## config.mk

```make
export PLATFORM = sky130hd
export DESIGN_NAME = hazard_ctrl
export DESIGN_NICKNAME = d
export VERILOG_FILES = /design/src/rtl/riscv_pipe_pkg.sv /design/src/rtl/sat_counter.sv /design/src/rtl/hazard_ctrl.sv
export SDC_FILE = /design/constraint.sdc
export NUM_CORES = 1
export LEC_CHECK = 0
export BUFFER_PORTS_ARGS = -buffer_cell sky130_fd_sc_hd__buf_4
export CAP_MARGIN = 0
export CORE_MARGIN = 1
export CORE_UTILIZATION = 44
export DETAILED_ROUTE_END_ITERATION = 8
export PLACE_DENSITY = 0.84
export SLEW_MARGIN = 20
export SYNTH_ARGS = -nofsm -noshare
export SYNTH_HDL_FRONTEND = slang
export SYNTH_SLANG_ARGS = --single-unit
```

## constraint.sdc

```tcl
create_clock -name clk -period 2.3 [get_ports clk]
set_input_delay 0.115 -clock clk [delete_from_list [all_inputs] [get_ports clk]]
set_output_delay 0.115 -clock clk [all_outputs]
set_load 0.01 [all_outputs]
```

## src/rtl/riscv_pipe_pkg.sv

```systemverilog
// Shared pipeline definitions: architectural widths and hazard-controller state encoding.
package riscv_pipe_pkg;
  localparam int XLEN  = 32;
  localparam int REG_W = 5;

  typedef enum logic [1:0] {
    RUN      = 2'd0,
    MEM_WAIT = 2'd1,
    ERR      = 2'd2
  } hz_state_e;
endpackage

```

## src/rtl/sat_counter.sv

```systemverilog
// Saturating up-counter: holds at all-ones instead of wrapping.
module sat_counter #(
  parameter int W = 16
) (
  input  logic         clk,
  input  logic         clr_n,
  input  logic         inc,
  output logic [W-1:0] cnt
);
  logic [W-1:0] cnt_q, cnt_d;

  always_comb begin
    cnt_d = cnt_q;
    if (inc && (cnt_q != {W{1'b1}})) cnt_d = cnt_q + 1'b1;
  end

  always_ff @(posedge clk or negedge clr_n) begin
    if (!clr_n) cnt_q <= '0;
    else        cnt_q <= cnt_d;
  end

  assign cnt = cnt_q;
endmodule

```

## src/rtl/hazard_ctrl.sv

```systemverilog
// Pipeline hazard controller: memory-wait stalls with timeout, branch mispredict
// redirect/flush, load-use interlock, plus stall/flush performance counters.
module hazard_ctrl
  import riscv_pipe_pkg::*;
#(
  parameter int MEM_TIMEOUT = 15,
  parameter int CNT_W       = 16
) (
  input  logic             clk,
  input  logic             reset_n,
  input  logic [REG_W-1:0] ID_rs1,
  input  logic [REG_W-1:0] ID_rs2,
  input  logic             ID_uses_rs1,
  input  logic             ID_uses_rs2,
  input  logic             ID_EX_memread,
  input  logic [REG_W-1:0] ID_EX_rd,
  input  logic             EX_branch,
  input  logic             EX_taken,
  input  logic             ID_EX_take,
  input  logic [XLEN-1:0]  EX_target,
  input  logic [XLEN-1:0]  EX_pc_plus4,
  input  logic             mem_req,
  input  logic             mem_ready,
  output logic             pc_write,
  output logic             IF_ID_stall,
  output logic             IF_ID_flush,
  output logic             EX_MEM_stall,
  output logic             EX_MEM_flush,
  output logic             pc_redirect,
  output logic [XLEN-1:0]  redirect_pc,
  output logic             mem_timeout_err,
  output logic [CNT_W-1:0] stall_cnt,
  output logic [CNT_W-1:0] flush_cnt
);
  localparam int WAIT_W = $clog2(MEM_TIMEOUT + 1);

  hz_state_e   state_q, state_d;
  logic [WAIT_W-1:0] wait_q, wait_d, wait_inc;
  logic        mem_stall, mispredict, load_use, flush_inc;

  assign mem_stall  = mem_req & ~mem_ready;
  assign mispredict = EX_branch & (EX_taken != ID_EX_take);
  assign load_use   = ID_EX_memread & (ID_EX_rd != '0) &
                      ((ID_uses_rs1 & (ID_rs1 == ID_EX_rd)) |
                       (ID_uses_rs2 & (ID_rs2 == ID_EX_rd)));
  assign wait_inc   = wait_q + 1'b1;

  always_comb begin
    state_d      = state_q;
    wait_d       = wait_q;
    pc_write     = 1'b1;
    IF_ID_stall  = 1'b0;
    IF_ID_flush  = 1'b0;
    EX_MEM_stall = 1'b0;
    EX_MEM_flush = 1'b0;
    pc_redirect  = 1'b0;
    redirect_pc  = '0;
    flush_inc    = 1'b0;
    // Outputs stay at their idle values while reset is held, whatever the inputs.
    if (reset_n) begin
      unique case (state_q)
        RUN: begin
          if (mem_stall) begin
            pc_write     = 1'b0;
            IF_ID_stall  = 1'b1;
            EX_MEM_stall = 1'b1;
            // The detecting cycle is the first wait cycle.
            wait_d       = WAIT_W'(1);
            state_d      = (MEM_TIMEOUT <= 1) ? ERR : MEM_WAIT;
          end else if (mispredict) begin
            pc_redirect  = 1'b1;
            redirect_pc  = EX_taken ? EX_target : EX_pc_plus4;
            IF_ID_flush  = 1'b1;
            EX_MEM_flush = 1'b1;
            flush_inc    = 1'b1;
          end else if (load_use) begin
            pc_write     = 1'b0;
            IF_ID_stall  = 1'b1;
            EX_MEM_flush = 1'b1;
          end
        end
        MEM_WAIT: begin
          pc_write     = 1'b0;
          IF_ID_stall  = 1'b1;
          EX_MEM_stall = 1'b1;
          if (mem_ready) begin
            state_d = RUN;
            wait_d  = '0;
          end else if (wait_inc == WAIT_W'(MEM_TIMEOUT)) begin
            state_d = ERR;
            wait_d  = '0;
          end else begin
            wait_d  = wait_inc;
          end
        end
        ERR: begin
          pc_write     = 1'b0;
          IF_ID_stall  = 1'b1;
          EX_MEM_stall = 1'b1;
        end
        default: state_d = RUN;
      endcase
    end
  end

  always_ff @(posedge clk or negedge reset_n) begin
    if (!reset_n) begin
      state_q <= RUN;
      wait_q  <= '0;
    end else begin
      state_q <= state_d;
      wait_q  <= wait_d;
    end
  end

  // ERR is only left through reset, so the state itself is the sticky flag.
  assign mem_timeout_err = (state_q == ERR);

  sat_counter #(.W(CNT_W)) u_stall_cnt (
    .clk   (clk),
    .clr_n (reset_n),
    .inc   (~pc_write),
    .cnt   (stall_cnt)
  );

  sat_counter #(.W(CNT_W)) u_flush_cnt (
    .clk   (clk),
    .clr_n (reset_n),
    .inc   (flush_inc),
    .cnt   (flush_cnt)
  );
endmodule
```

==> results.toml <==
[run_status]
status = "finished clean"

[clocking]
clock_path_buffers = 2
htree_levels = 2
ctsResizeCount = 0
cts_hold_buf = 1
cts.sinks = 38
clk_pin_slew_ns = 0.08
worstSkewPairLatency_ns = 0.29
clockRootBuffer = "clkbuf_8"
cts_tree = "done"
cts_made_buffers = 5
post_cts_buffers = 0

[layout]
drive_above_1_share = 0.417
fill_cells = 462
area_growth_pct = 50.7
fin_nets = 556
postLayoutCellArea_um2 = 4130
antenna_cells = 0
utilization = 0.693

[power_and_ir_drop]
p_switching_uw = 813
switching_share = 0.356
p_leak_nw = 2.18
internal_power_mw = 1.47
p_per_area_nw_per_um2 = 553
p_seq_frac = 0.398
vdd_drop_max_uv = 415
p_clk_frac = 0.208
pwr-share-comb = 0.394

[critical_path]
required_ns = 2.50
crit_slowest_cell = "dfrtp_1"
critPathLaunchType = "flip-flop"
critical_path_class = "flip-flop to flip-flop"
crit_chain = "inv_1 -> ha_1 -> buf_4 -> nor2b_1 -> o21a_1 -> a21boi_1 -> a21oi_2 -> buf_4 -> nor3_1 -> xor2_1"
endpoint_kind = "flip-flop"
cpPeakStageDelay_ns = 0.40
crit_top_cell = "buf_4"
crit_fanout = 7
cp.arrival_ns = 2.37

[synthesis]
synthesis.area_um2 = 2740
yosys.cell_count.top_type = "nor2_1"
synth_commonest_cells = "nor2_1 (46), dfrtp_1 (38), mux2i_1 (32)"
yosys.area.top_type = "dfrtp_1"
synth_seq_cells = 38
synth.distinct_cells = 52
synth_top_area_frac = 0.347
syn_area_per_cell_um2 = 9.28
synthesis.nets = 392
synth-main-ff-cell = "dfrtp_1"
yosysWarnings = 0
netlist_instances = 295
yosys-top-cells-area = "dfrtp_1 (35%), mux2i_1 (12%), xor2_1 (6.4%)"
synth-edff-count = 0
synthArstFlopShare = 1.00
ys_seq_area_frac = 0.347

[sta]
hold_violations = 0
drv_slew = 0
min_period_ns = 2.17
rsz0062_at_grt = "false"
fmax_ghz = 0.460
tns_ns = 0
worst_pin_slew_ns = 0.646
final.period_utilization = 0.944
setup_violations = 0
finalClockSkew_ns = 0.00832
slew_headroom = 0.565

[die]
fp.dieW_um = 80.9
ios = 160
rows = 28
start_util = 0.460
dieArea_um2 = 6540
fp.coreArea_um2 = 5960
dieHeight_um = 80.9

[drt]
routed_via_density = 5.15
wl_um = 7780
first_iter_violations = 98
drtPass1Iterations = 4
drcViolationCount = 0
ant_nets = 0
wl_per_cell_um = 14.5
num_vias = 2756

[place]
place_congestion = 0.916
dp_hpwl_um = 6420
place_area_um2 = 4020
portBuffers = 159

[global_route]
grt_max_degree = 34
grt_use_total = 0.241
globalRouteOverflowTotal = 0
antenna_found_initial = 0
grt_pass1_wl_um = 12200
grt_pass1_vias = 2732

[flow_run]
cap_violations = 0

[hold_path]
min_path_type = "input port to flip-flop"
[critical path: cells and delay by family (launching register included)]
family | cells | cell delay, ns
flops | 1 | 0.40
xor+xnor | 1 | 0.20
fa+ha+maj | 1 | 0.24
compound gates | 3 | 0.45
simple gates | 2 | 0.35
buf+inv | 3 | 0.45
[path summary, 6_finish.rpt]
check                                       to  slack [ns]           startpoint  depth (start not counted)
min in group asynchronous            wait_q[1]        0.22              reset_n                          2
setup reg to reg            u_stall_cnt.cnt[5]        0.13           state_q[0]                         10
hold reg to reg            u_stall_cnt.cnt[14]        0.50  u_stall_cnt.cnt[14]                          1
hold / removal                      state_q[1]        0.16            mem_ready                          3
setup / recovery            u_stall_cnt.cnt[5]        0.13           state_q[0]                         10
max in group asynchronous   u_flush_cnt.cnt[7]        1.61              reset_n                          3
[cell families after synthesis]
group,share of synthesized area
buffers and inverters,0.0347
and+or+nand+nor,0.241
adders and majority gates,0.0366
xor gates and xnor gates,0.131
AOI/OAI and AO/OA,0.0841
DFF,0.347
muxes,0.125
[power groups by stage]
stage | combinational, mW | sequential [mW] | clock [mW]
6_report | 0.900 | 0.908 | 0.476
5_1_grt | 0.985 | 0.926 | 0.518
4_1_cts | 0.905 | 0.903 | 0.491
3_5_place_dp | 0.896 | 0.916 | 0
3_3_place_gp | 0.885 | 0.904 | 0
2_1_floorplan | 0.453 | 0.920 | 0
[area by class of cell]
class	count	area, µm²	area share
clock buffer	6	82.6	0.0200
clock inverter	2	12.5	0.00303
inverter	10	37.5	0.00910
multi-input combinational	237	1690	0.410
sequential	38	951	0.231
tap	75	93.8	0.0227
timing repair buffer	167	1260	0.305
[sequential cells by signal, indices dropped and copies added (netlist names)]
signal           count
u_flush_cnt.cnt     16
state_q              2
u_stall_cnt.cnt     16
wait_q               4
[through the flow]
step	instances	setup slack [ns]	hold slack (ns)	total power, mW
after floorplan	295	0.270	-0.181	1.37
after global placement	526	0.329	-0.0306	1.79
after detailed placement	526	0.186	-0.0335	1.81
after CTS	535	0.141	0.151	2.30
after global routing	535	0.00416	0.164	2.43
final	535	0.128	0.156	2.28
[layer usage]
metal  up-vias  global-route usage  routed length (µm)
li1       1349                   -                   -
met1      1299               0.271                3030
met2        96               0.447                4170
met3        12              0.0472                 411
met4         0              0.0875                 170
met5         -                   0                   0
[cells in the final DEF (no fill, tap or decap), types with 3 or more instances in the layout]
master / count
buf_4: 166
nor2_1: 46
dfrtp_1: 38
mux2i_1: 32
nand2_1: 21
xor2_1: 20
xnor2_1: 19
nand3_1: 14
inv_1: 10
ha_1: 8
nand4_1: 7
nor3_1: 6
a21oi_1: 6
clkbuf_8: 6
nor3_2: 5
nand2b_1: 3
nand4_2: 3
o21ai_0: 3
Power figures use the tool's default switching activity.
